## config.mk

```make
export PLATFORM = sky130hd
export DESIGN_NAME = if_fetch_unit
export DESIGN_NICKNAME = d
export VERILOG_FILES = /design/src/rtl/if_fetch_unit_pkg.sv /design/src/rtl/if_id_reg.sv /design/src/rtl/if_fetch_unit.sv
export SDC_FILE = /design/constraint.sdc
export NUM_CORES = 1
export LEC_CHECK = 0
export CORE_ASPECT_RATIO = 0.7
export CORE_MARGIN = 5
export CORE_UTILIZATION = 50
export DETAILED_ROUTE_END_ITERATION = 8
export PLACE_DENSITY_LB_ADDON = 0.25
export SETUP_SLACK_MARGIN = 0.2
export SLEW_MARGIN = 15
export SYNTH_ARGS = -nofsm -noshare
export SYNTH_HDL_FRONTEND = slang
export SYNTH_HIERARCHICAL = 1
export SYNTH_SLANG_ARGS = --single-unit
export TNS_END_PERCENT = 5
```

## constraint.sdc

```tcl
create_clock -name clk_i -period 7.4 [get_ports clk_i]
set_clock_uncertainty 0.1 [all_clocks]
set_input_delay 0.74 -clock clk_i [delete_from_list [all_inputs] [get_ports clk_i]]
set_output_delay 0.74 -clock clk_i [all_outputs]
set_load 0.03 [all_outputs]
```

## src/rtl/if_fetch_unit_pkg.sv

```systemverilog
// Shared definitions for the instruction-fetch back-end: fetch state encoding,
// bubble instruction word, exception-code width and the IF/ID payload layout.
package if_fetch_unit_pkg;

    localparam int          EXCEPT_W      = 8;
    localparam logic [31:0] NOP_INSTR_DEF = 32'h0000_0000;

    // IDLE: address phase, WAIT: data pending, HOLD: data buffered while ID
    // stalls, DISCARD: swallow the one response orphaned by a flush.
    typedef enum logic [1:0] {
        FETCH_IDLE,
        FETCH_WAIT,
        FETCH_HOLD,
        FETCH_DISCARD
    } fetch_state_e;

    // One instruction as it is handed to the IF/ID register.
    typedef struct packed {
        logic [31:0]         pc;
        logic [31:0]         instr;
        logic [EXCEPT_W-1:0] except;
        logic                is_in_delayslot;
    } if_id_entry_t;

    // The instruction bus only ever sees word-aligned addresses.
    function automatic logic [31:0] word_align(input logic [31:0] addr);
        return {addr[31:2], 2'b00};
    endfunction

endpackage

```

## src/rtl/if_id_reg.sv

```systemverilog
// IF/ID pipeline register: flush inserts a bubble, load captures a completed
// fetch, otherwise every field holds.
module if_id_reg
    import if_fetch_unit_pkg::*;
#(
    parameter logic [31:0] NOP_INSTR = NOP_INSTR_DEF
) (
    input  logic                clk_i,
    input  logic                rst_i,
    input  logic                flush_i,
    input  logic                load_i,
    input  if_id_entry_t        entry_i,
    output logic [31:0]         id_pc_o,
    output logic [31:0]         id_pc4_o,
    output logic [31:0]         id_instr_o,
    output logic [EXCEPT_W-1:0] id_except_o,
    output logic                id_is_in_delayslot_o,
    output logic                id_valid_o
);

    // Pipeline register with flush > load > hold priority.
    // NOTE: sequential state uses non-blocking assignments only, so every
    // register samples the pre-edge values regardless of statement order.
    always_ff @(posedge clk_i or posedge rst_i) begin
        if (rst_i) begin
            id_pc_o              <= '0;
            id_pc4_o             <= '0;
            id_instr_o           <= NOP_INSTR;
            id_except_o          <= '0;
            id_is_in_delayslot_o <= 1'b0;
            id_valid_o           <= 1'b0;
        end else if (flush_i) begin
            id_pc_o              <= '0;
            id_pc4_o             <= '0;
            id_instr_o           <= NOP_INSTR;
            id_except_o          <= '0;
            id_is_in_delayslot_o <= 1'b0;
            id_valid_o           <= 1'b0;
        end else if (load_i) begin
            id_pc_o              <= entry_i.pc;
            id_pc4_o             <= entry_i.pc + 32'd4;
            id_instr_o           <= entry_i.instr;
            id_except_o          <= entry_i.except;
            id_is_in_delayslot_o <= entry_i.is_in_delayslot;
            id_valid_o           <= 1'b1;
        end
    end

endmodule

```

## src/rtl/if_fetch_unit.sv

```systemverilog
// Fetch back-end: issues one request per PC on a split address/data
// instruction bus, buffers the word if ID is stalled, drops responses that a
// flush has orphaned, and feeds the IF/ID register.
module if_fetch_unit
    import if_fetch_unit_pkg::*;
#(
    parameter logic [31:0] NOP_INSTR = NOP_INSTR_DEF
) (
    input  logic                clk_i,
    input  logic                rst_i,
    input  logic [31:0]         if_pc_i,
    input  logic [EXCEPT_W-1:0] if_except_i,
    input  logic                if_is_in_delayslot_i,
    input  logic                if_flush_i,
    input  logic                id_stall_i,
    output logic                inst_req_o,
    output logic [31:0]         inst_addr_o,
    input  logic                inst_addr_ok_i,
    input  logic                inst_data_ok_i,
    input  logic [31:0]         inst_rdata_i,
    output logic                if_stallreq_o,
    output logic [31:0]         id_pc_o,
    output logic [31:0]         id_pc4_o,
    output logic [31:0]         id_instr_o,
    output logic [EXCEPT_W-1:0] id_except_o,
    output logic                id_is_in_delayslot_o,
    output logic                id_valid_o
);

    fetch_state_e state;
    logic [31:0]  hold_word;
    logic         fetch_done;
    logic [31:0]  fetch_instr;
    logic         id_load;
    if_id_entry_t entry;

    // Address phase is only open in IDLE; a flush gates it so a same-cycle
    // addr_ok can never start a transaction.
    assign inst_req_o  = (state == FETCH_IDLE) && !if_flush_i && (if_except_i == '0);
    assign inst_addr_o = word_align(if_pc_i);

    // Decide whether the current PC has its instruction word this cycle.
    // NOTE: every output gets a default first so no latch is inferred.
    always_comb begin
        fetch_done  = 1'b0;
        fetch_instr = NOP_INSTR;
        case (state)
            FETCH_IDLE: fetch_done = (if_except_i != '0);
            FETCH_WAIT: begin
                fetch_done  = inst_data_ok_i;
                fetch_instr = inst_rdata_i;
            end
            FETCH_HOLD: begin
                fetch_done  = 1'b1;
                fetch_instr = hold_word;
            end
            default: ;
        endcase
    end

    assign if_stallreq_o = !(fetch_done && !id_stall_i) && !if_flush_i;
    assign id_load       = fetch_done && !id_stall_i && !if_flush_i;

    assign entry.pc              = if_pc_i;
    assign entry.instr           = fetch_instr;
    assign entry.except          = if_except_i;
    assign entry.is_in_delayslot = if_is_in_delayslot_i;

    // Fetch FSM; a flush overrides every other transition.
    always_ff @(posedge clk_i or posedge rst_i) begin
        if (rst_i) begin
            state <= FETCH_IDLE;
        end else begin
            case (state)
                FETCH_IDLE: begin
                    if (inst_req_o && inst_addr_ok_i) state <= FETCH_WAIT;
                end
                FETCH_WAIT: begin
                    if (if_flush_i)          state <= inst_data_ok_i ? FETCH_IDLE : FETCH_DISCARD;
                    else if (inst_data_ok_i) state <= id_stall_i ? FETCH_HOLD : FETCH_IDLE;
                end
                FETCH_HOLD: begin
                    if (if_flush_i || !id_stall_i) state <= FETCH_IDLE;
                end
                FETCH_DISCARD: begin
                    // A flush keeps us here, but the orphaned response still
                    // ends the transaction; nothing else could release us.
                    if (inst_data_ok_i) state <= FETCH_IDLE;
                end
                default: state <= FETCH_IDLE;
            endcase
        end
    end

    // Capture the word when it arrives while ID is stalled.
    // NOTE: the buffer is data-only and is read solely in HOLD, which is only
    // entered on the cycle it is written, so it needs no reset.
    always_ff @(posedge clk_i) begin
        if (state == FETCH_WAIT && inst_data_ok_i && id_stall_i && !if_flush_i)
            hold_word <= inst_rdata_i;
    end

    if_id_reg #(
        .NOP_INSTR (NOP_INSTR)
    ) u_if_id_reg (
        .clk_i                (clk_i),
        .rst_i                (rst_i),
        .flush_i              (if_flush_i),
        .load_i               (id_load),
        .entry_i              (entry),
        .id_pc_o              (id_pc_o),
        .id_pc4_o             (id_pc4_o),
        .id_instr_o           (id_instr_o),
        .id_except_o          (id_except_o),
        .id_is_in_delayslot_o (id_is_in_delayslot_o),
        .id_valid_o           (id_valid_o)
    );

endmodule

```

==> reports/metrics.yaml, run 1 <==
status: "finished clean"
io_pins: 219
setup_viol: 0
dp.cells: 942
route.detailed.drc: 0
finalHoldViolations: 0
grt_util_all_layers_pct: 22.68
vias: 5426
arrival_ns: 4.46
period_needed_ns: 4.235
layout_setup_ws_ns: 3.165
critical_path.max_fanout: 70
hold_path_class: "reg2reg"
path_clk_slew_ns: 0.06
initialDrtViolationCount: 343
synth_seq_cells: 138
critical_path_class: "reg2reg"
maxSlewViolCount: 0
p_leak_uw: 0.003645
wire_per_inst_um: 18.74
clock_sinks: 138
synth_top_cell_by_area: "dfrtp_1"
place_congestion: 0.7771
synthDistinctLibCells: 49
die_area_um2: 16080
yosysTopAreaCellShare_pct: 38.98
cap_violations: 0
clockRootBuffer: "clkbuf_16"
grt_max_degree: 71
power_density_nw_per_um2: 304.0
hold_buffers: 0
cts_setup_buffers: 0
clk_latency_ns: 0.41
die_x_um: 149.4
grt-ovfl-total: 0
ant_nets: 0
cp.required_ns: 7.63
fin_util_pct: 70.36
areaGrowthSynthToFinish_pct: 37.19
totalWireLength_um: 18250
cts_tree: "built"
h-tree-depth: 4
ys_seq_area_share_pct: 53.10
pre_cts_ws_ns: 2.779
avgViaCountPerCell: 5.571
drt_first_pass_iters: 5
avgSynthCellArea_um2: 11.10
num_rows: 35
clock.fmax_mhz: 236.1
antenna_cells: 0
numCtsBuffers: 17
antenna_found_initial: 0
crit_path_end_kind: "flop"
clk_path_buf_depth: 2
synth_area_um2: 6805
die_height_um: 107.6
dp_hpwl_um: 12490
grt_pass1_vias: 5424
grt_setup_unrepaired: "no"
final.period_utilization_pct: 57.23
synth_edf_count: 32
start_util_pct: 51.29
portBuffers: 216
worst_pin_slew_ns: 1.106
core_um2: 13270
cts-resized-gates: 0
drive_above_1_share_pct: 6.337
startpoint_type: "flop"
postSynthCellCount: 613
relSlewSlack_pct: 26.25
ys.flop_type: "dfrtp_1"
synthArstFlopShare_pct: 76.81
synth.area.top_cells: "dfrtp_1 39%, edfxtp_1 14%, mux2i_1 11%, nor2_1 5.9%, buf_4 3.9%"
fin_nets: 861
ys.warnings.count: 6
grt_pass1_wl_um: 28870
peakVddDrop_v: 0.0002616
setup-tns-final_ns: 0
final_cells: 974
-- synthesized netlist by cell type (all sizes together), types with 2 or more instances --
cell type and instances:
or4 14, buf 41, inv 10, nor2b 33
and3 8, nor4 3, xor2 6, dfrtp 106
clkbuf 35, and2 2, mux2i 74, o21ai 5
a22oi 32, ha 6, a21oi 6, edfxtp 32
nand2 12, a311oi 14, or3 3, nand3 8
xnor2 6, a211oi 15, o31ai 10, nand4 9
and4 3, nor2 107
-- metrics by stage --
step | hold slack (ns) | power, uW | cell area [um2]
finish | 0.4034 | 2838 | 9336
global route | 0.4258 | 2974 | 9336
CTS | 0.4061 | 2859 | 9334
detailed placement | 0.3916 | 1972 | 8721
global placement | 0.3827 | 1942 | 8721
floorplan | 0.3812 | 1650 | 6809
-- flip-flops by register name, indices dropped and copies added, names as in the netlist --
name                              count
u_if_id_reg/id_pc_o                  32
u_if_id_reg/id_pc4_o                 30
hold_word                            32
u_if_id_reg/id_instr_o               32
state                                 2
u_if_id_reg/id_except_o               8
u_if_id_reg/id_valid_o                1
u_if_id_reg/id_is_in_delayslot_o      1
-- cell families (layout without fill, tap and decap cells) --
group                    after synthesis  count (layout)  share of synthesized area, %
AO/OA/AOI/OAI                         87              87                         9.597
XOR/XNOR                              12              12                         1.544
adder cells (fa/ha/maj)                6               6                         1.103
buffers and inverters                 88             263                         8.218
flip-flops                           138             138                         53.10
multiplexers                          74              74                         10.88
other                                  1               2                       0.05510
AND/OR/NAND/NOR                      207             207                         15.50
-- cell usage in the layout, fill, tap and decap left out, types with 2 or more instances in the layout --
| cell | Yosys | final |
|---|---|---|
| clkdlybuf4s50_1 | 0 | 215 |
| xor2_1 | 6 | 6 |
| edfxtp_1 | 32 | 32 |
| or3_1 | 2 | 2 |
| o31ai_1 | 10 | 10 |
| inv_6 | 0 | 5 |
| ha_1 | 6 | 5 |
| a22oi_1 | 32 | 32 |
| nor4_1 | 2 | 2 |
| xnor2_1 | 6 | 6 |
| nor2b_1 | 33 | 33 |
| a21oi_1 | 6 | 6 |
| or4_4 | 2 | 2 |
| buf_4 | 35 | 6 |
| conb_1 | 1 | 2 |
| mux2i_1 | 74 | 74 |
| and4_1 | 3 | 3 |
| nand2_1 | 12 | 12 |
| a211oi_1 | 15 | 15 |
| or4_1 | 12 | 12 |
| nand3_1 | 7 | 7 |
| nand4_1 | 8 | 8 |
| dfrtp_1 | 106 | 106 |
| and3_1 | 7 | 7 |
| a311oi_1 | 14 | 14 |
| bufinv_16 | 0 | 3 |
| nor2_1 | 107 | 107 |
| clkinv_4 | 0 | 3 |
| o21ai_0 | 5 | 5 |
| clkbuf_16 | 0 | 17 |
| inv_1 | 10 | 9 |
-- worst paths after layout --
path,from,endpoint,slack (ns),cells after the start
min,u_if_id_reg/id_valid_o,u_if_id_reg/id_valid_o,0.40,2
max in group asynchronous,rst_i,u_if_id_reg/id_pc4_o[3],5.32,3
max,state[0],u_if_id_reg/id_pc4_o[16],3.16,10
max reg2reg,state[0],u_if_id_reg/id_pc4_o[16],3.16,10
min in group asynchronous,rst_i,state[1],0.49,2
min reg2reg,u_if_id_reg/id_valid_o,u_if_id_reg/id_valid_o,0.40,2
-- area by class of cell --
class                      instances  area [um2]
inverter                          10       40.04
clock buffer                      17       425.4
timing repair buffer             221        2197
sequential                       138        3613
clock inverter                    15       187.7
tap                              185       231.5
fill                             982        3933
multi-input combinational        388        2641
-- metal layers --
metal	track usage (%)	vias up	routed length, um
met5	0	-	0
met4	7.250	0	268
met3	6.103	23	1647
met2	35.71	235	8562
met1	30.74	2677	7775
li1	-	2491	-
-- power breakdown --
part,internal [uW],switching (uW),leakage (uW)
clock,537,338,0.000299
combinational,434,604,0.00160
sequential,873,51.0,0.00174
-- critical path, stage by stage (launching register included) --
cell,delay (ns)
dfrtp_1,0.40
inv_1,0.14
ha_2,0.70
a21oi_1,0.12
a211oi_1,0.34
and2_4,0.92
buf_4,0.73
and3b_1,0.24
and3_1,0.15
a32oi_1,0.10
a21oi_1,0.16
Power figures use the tool's default switching activity.
==> inputs of run 2 (changes only) <==
CORE_UTILIZATION = 42   (was 50)
clock period = 3.5 ns   (was 7.4 ns; I/O delays follow)
==> run 2 against run 1 <==
  * Routed wire length is 3.7% higher
  * Cell count rose by 2.3%
  * Register-to-register slack worse by 2.4 ns
  * Critical endpoint is now if_stallreq_o
==> reports/metrics.yaml, run 2 (synthesized netlist as in run 1, its figures left out) <==
status: "finished clean"
drive_above_1_share_pct: 7.035  # +0.70 points
p_leak_uw: 0.003692  # +1.3%
antenna_cells: 0  # unchanged
critical_path_class: "in2out"
clock_sinks: 138  # unchanged
layout_commonest_cell: "clkdlybuf4s50_1"
avgViaCountPerCell: 5.388  # -3.3%
hold_path_class: "in2async"
cts-resized-gates: 0  # unchanged
path_buf_inv: 2  # unchanged
reg.largest.list: "hold_word: 32 flops, u_if_id_reg/id_instr_o: 32 flops, u_if_id_reg/id_pc_o: 32 flops"
path_cells: "clkdlybuf4s50_1, or4_1, o21ai_0, a211oi_1, nor2_1, clkdlybuf4s50_1"
crit_path_end_kind: "output port"
place_congestion: 0.8139  # +4.7%
setup_viol: 0  # unchanged
die_area_um2: 18890  # +17%
totalWireLength_um: 18940  # +3.7%
fin_nets: 868  # +0.81%
antenna_found_initial: 0  # unchanged
grt_setup_unrepaired: "no"
grt_max_degree: 74  # +4.2%
crit_path_top_delay_cell: "clkdlybuf4s50_1"
die_x_um: 162.1  # +8.5%
io_pins: 219  # unchanged
ant_nets: 0  # unchanged
final_cell_mix: "215 x clkdlybuf4s50_1, 107 x nor2_1, 106 x dfrtp_1"
grt_pass1_wl_um: 30190  # +4.6%
core_um2: 15690  # +18%
relSlewSlack_pct: 35.73  # +9.5 points
worst_pin_slew_ns: 0.9641  # -0.1422 ns
startpoint_type: "input port"
final.period_utilization_pct: 83.95
start_util_pct: 43.37  # -7.9 points
num_rows: 38  # +8.6%
hold_buffers: 0  # unchanged
areaGrowthSynthToFinish_pct: 38.59
drt_first_pass_iters: 4  # -1
initialDrtViolationCount: 465  # +36%
cts_tree: "built"
cap_violations: 0  # unchanged
vias: 5366  # -1.1%
finalHoldViolations: 0  # unchanged
path_clk_slew_ns: 0.06  # about the same
clockRootBuffer: "clkbuf_16"
route.detailed.drc: 0  # unchanged
setup-tns-final_ns: 0  # unchanged
period_needed_ns: 2.938
cp.required_ns: 3.05  # -4.58 ns
cp_top_family: "buffers and inverters"
numCtsBuffers: 17  # unchanged
h-tree-depth: 4  # unchanged
portBuffers: 216  # unchanged
peakVddDrop_v: 0.0003759  # +44%
grt_pass1_vias: 5496  # +1.3%
arrival_ns: 2.49  # -1.97 ns
grt_util_all_layers_pct: 20.03  # -2.7 points
clock.fmax_mhz: 340.3
dp_hpwl_um: 13000  # +4.1%
power_density_nw_per_um2: 639.4  # +110%
critical_path.max_fanout: 3  # -96%
dpl_cell_area_um2: 8805  # +0.96%
finalInstanceArea_um2: 9432  # +1.0%
clk_latency_ns: 0.40  # about the same
grt-ovfl-total: 0  # unchanged
die_height_um: 116.5  # +8.3%
wire_per_inst_um: 19.01  # +1.5%
clk_path_buf_depth: 2  # unchanged
cts_setup_buffers: 0  # unchanged
maxSlewViolCount: 0  # unchanged
critPathMostFrequentCell: "clkdlybuf4s50_1"
cpPeakStageDelay_ns: 0.68  # -0.24 ns
==> run 2: cell count changes in the layout (fill, tap and decap cells not counted), moves of 2 or more <==
cell | before | now
buf_4 | 6 | 12
clkinv_4 | 3 | 1
clkbuf_8 | 0 | 5
inv_6 | 5 | 1
==> run 2: stage by stage <==
stage	total power (uW)	hold WS (ns)	utilization (%)	instances	setup WS, ns
6_report	6031	0.1280	60.11	996	0.5618
5_1_grt	6329	0.1223	60.11	996	0.4457
4_1_cts	6088	0.1035	60.11	996	0.5638
3_5_place_dp	4197	0.4091	56.12	964	0.3882
3_3_place_gp	4140	0.3854	56.12	964	0.5276
2_1_floorplan	3488	-0.008815	-	614	0.3178
==> run 2: where the power goes <==
group	internal [uW]	switching, uW
Clock	1190	682
Combinational	922	1280
Sequential	1850	107
Total	3960	2070
==> run 2: layout make-up <==
type                            count  area [um2]
Sequential cell                   138        3613
Multi-Input combinational cell    388        2639
Inverter                           10       40.04
Timing Repair Buffer              228        2262
Clock inverter                      8       103.9
Fill cell                        1292        6259
Clock buffer                       24       523.0
Tap cell                          200       250.2
==> run 2: path summary, 6_finish.rpt <==
kind	startpoint	end	slack (ns)	depth (start not counted)
hold reg to reg	u_if_id_reg/id_pc_o[11]	u_if_id_reg/id_pc_o[11]	0.42	2
setup reg to reg	state[0]	u_if_id_reg/id_instr_o[6]	0.76	8
max in group asynchronous	rst_i	u_if_id_reg/id_pc4_o[28]	2.21	3
hold / removal	rst_i	state[1]	0.13	2
setup / recovery	if_except_i[1]	if_stallreq_o	0.56	6
min in group clk_i	if_flush_i	u_if_id_reg/id_instr_o[2]	0.29	2
==> run 2: layer usage <==
metal	part of all wire [%]	GRT usage, %	routed length, um	vias up
li1	-	-	-	2501
met1	45	27.73	8616	2644
met2	46	30.95	8741	208
met3	7.6	6.349	1438	13
met4	0.74	5.127	141	0
met5	0	0	0	-
==> inputs of run 3 (changes only) <==
CORE_UTILIZATION = 47   (was 42)
clock period = 2.8 ns   (was 3.5 ns; I/O delays follow)
==> run 3 against run 2 <==
  * Final area is 1.7% higher
  * Count of clock-buffer cells in the layout decreased by 7
  * Non-clock buffer count grew 23
  * Cell count increased by 1.3%
  * Critical endpoint is now u_if_id_reg/id_pc4_o[20]
==> reports/metrics.yaml, run 3 (synthesized netlist as in run 1, its figures left out) <==
grt_pass1_wl_um: 30490  # +0.98%
arrival_ns: 2.77  # +0.28 ns
finalInstanceArea_um2: 9588  # +1.7%
route.detailed.drc: 0  # unchanged
ant_nets: 0  # unchanged
cts_tree: "built"
period_needed_ns: 2.578
cp.required_ns: 2.99  # -0.06 ns
wl_met3_um: 1460  # +1.5%
path_clk_slew_ns: 0.06  # about the same
die_x_um: 153.8  # -5.1%
startpoint_type: "flop"
antenna_found_initial: 0  # unchanged
totalWireLength_um: 18770  # -0.91%
hold_path_class: "in2async"
dpl_cell_area_um2: 8966  # +1.8%
cp_top_family: "compound AO/OA/AOI/OAI gates"
seq_power_share_pct: 32.2  # -0.2 points
final.period_utilization_pct: 92.07
fin_nets: 891  # +2.6%
cap_violations: 0  # unchanged
dp_hpwl_um: 13120  # +0.89%
h-tree-depth: 4  # unchanged
vias: 5430  # +1.2%
clk_path_buf_depth: 2  # unchanged
ff2ff_path_depth: 8  # unchanged
die_height_um: 110.7  # -5.0%
areaGrowthSynthToFinish_pct: 40.89
antenna_cells: 0  # unchanged
pre_cts_ws_ns: -0.05726  # -0.4455 ns
grt_pass1_vias: 5678  # +3.3%
dp.cells: 977  # +1.3%
final_cell_mix: "213 x clkdlybuf4s50_1, 107 x nor2_1, 106 x dfrtp_1"
critical_path_class: "reg2reg"
worst_pin_slew_ns: 0.7054  # -0.2587 ns
met2_length_um: 8775  # +0.39%
die_area_um2: 17020  # -9.9%
drive_above_1_share_pct: 9.768  # +2.7 points
power_density_nw_per_um2: 790.8  # +24%
p_switching_uw: 2667  # +29%
core_um2: 14050  # -10%
crit_path_end_kind: "flop"
hold_buffers: 0  # unchanged
fill_cells: 1087  # -16%
numCtsBuffers: 17  # unchanged
p_clk_share_pct: 30.8  # -0.3 points
status: "finished clean"
path_depth: 8  # +2
power_frac_comb_pct: 37.0  # +0.5 points
grt_max_degree: 66  # -11%
critical_path.max_fanout: 37  # +34
grt_setup_unrepaired: "yes"
layout_commonest_cell: "clkdlybuf4s50_1"
io_pins: 219  # unchanged
start_util_pct: 48.42  # +5.1 points
highest_layer: "met4"
avgViaCountPerCell: 5.382  # -0.11%
clockRootBuffer: "clkbuf_16"
path_cells: "inv_1, ha_1, o21ai_0, a211oi_1, and2_4, buf_4, nor2_1, a311oi_1"
clk_latency_ns: 0.40  # about the same
swShare_pct: 35.17  # +0.83 points
clock.fmax_mhz: 387.9
p_leak_uw: 0.003815  # +3.3%
clock_sinks: 138  # unchanged
final_cells: 1009  # +1.3%
num_rows: 36  # -5.3%
grt_util_all_layers_pct: 21.72  # +1.7 points
reg.largest.list: "hold_word: 32 flops, u_if_id_reg/id_instr_o: 32 flops, u_if_id_reg/id_pc_o: 32 flops"
setup_viol: 0  # unchanged
portBuffers: 216  # unchanged
maxSlewViolCount: 0  # unchanged
layout_setup_ws_ns: 0.2221  # -0.3396 ns
grt-ovfl-total: 0  # unchanged
p_int_uw: 4916  # +24%
peakVddDrop_v: 0.0004317  # +15%
power_uw: 7583  # +26%
finalHoldViolations: 0  # unchanged
relSlewSlack_pct: 52.97  # +17 points
cpPeakStageDelay_ns: 0.42  # -0.26 ns
place_congestion: 0.8317  # +2.2%
drt-met1-wl_um: 8310  # -3.6%
path_buf_inv: 2  # unchanged
drt_first_pass_iters: 5  # +1
initialDrtViolationCount: 375  # -19%
wire_per_inst_um: 18.60  # -2.2%
setup-tns-final_ns: 0  # unchanged
crit_path_top_delay_cell: "buf_4"
## run 3: final timing paths
check	slack [ns]	to	startpoint
worst max-delay path	0.22	u_if_id_reg/id_pc4_o[20]	state[0]
worst min-delay path	0.04	state[1]	rst_i
worst max register to register	0.22	u_if_id_reg/id_pc4_o[20]	state[0]
worst min register to register	0.42	u_if_id_reg/id_pc_o[8]	u_if_id_reg/id_pc_o[8]
max in group asynchronous	1.72	u_if_id_reg/id_pc4_o[15]	rst_i
min in group clk_i	0.25	state[1]	if_flush_i
## run 3: cell type report
class	instances	area, um2	share of cell area (%)
clock buffer	17	425.4	4.437
multi-input combinational	388	2639	27.52
inverter	10	41.29	0.4306
timing repair buffer	251	2442	25.47
tap	190	237.7	2.479
clock inverter	15	188.9	1.971
sequential	138	3613	37.69
## run 3: power by group through the flow
stage,logic [uW],registers (uW),clock network (uW)
after floorplan,1510,2850,0
after global placement,2730,2460,0
after detailed placement,2810,2480,0
after CTS,2820,2440,2370
after global routing,3010,2470,2480
final,2800,2440,2340
## run 3: metrics by stage
stage          hold slack, ns  util, %
6_report              0.03733    68.22
5_1_grt               0.03590    68.22
4_1_cts               0.02026    68.16
3_5_place_dp           0.4098    63.80
3_3_place_gp           0.3756    63.80
2_1_floorplan        -0.07882        -
## run 3: layer usage
layer | vias to the layer above | global-route usage, %
met3 | 22 | 6.789
li1 | 2547 | -
met4 | 0 | 5.000
met1 | 2652 | 29.25
met5 | - | 0
met2 | 209 | 34.60
## run 3: repair_timing
item / in CTS / in global routing
buffers inserted: 0 / 0
setup endpoints to repair: 35 / 64
cloned: 0 / 0
gates resized for setup: 1 / 3
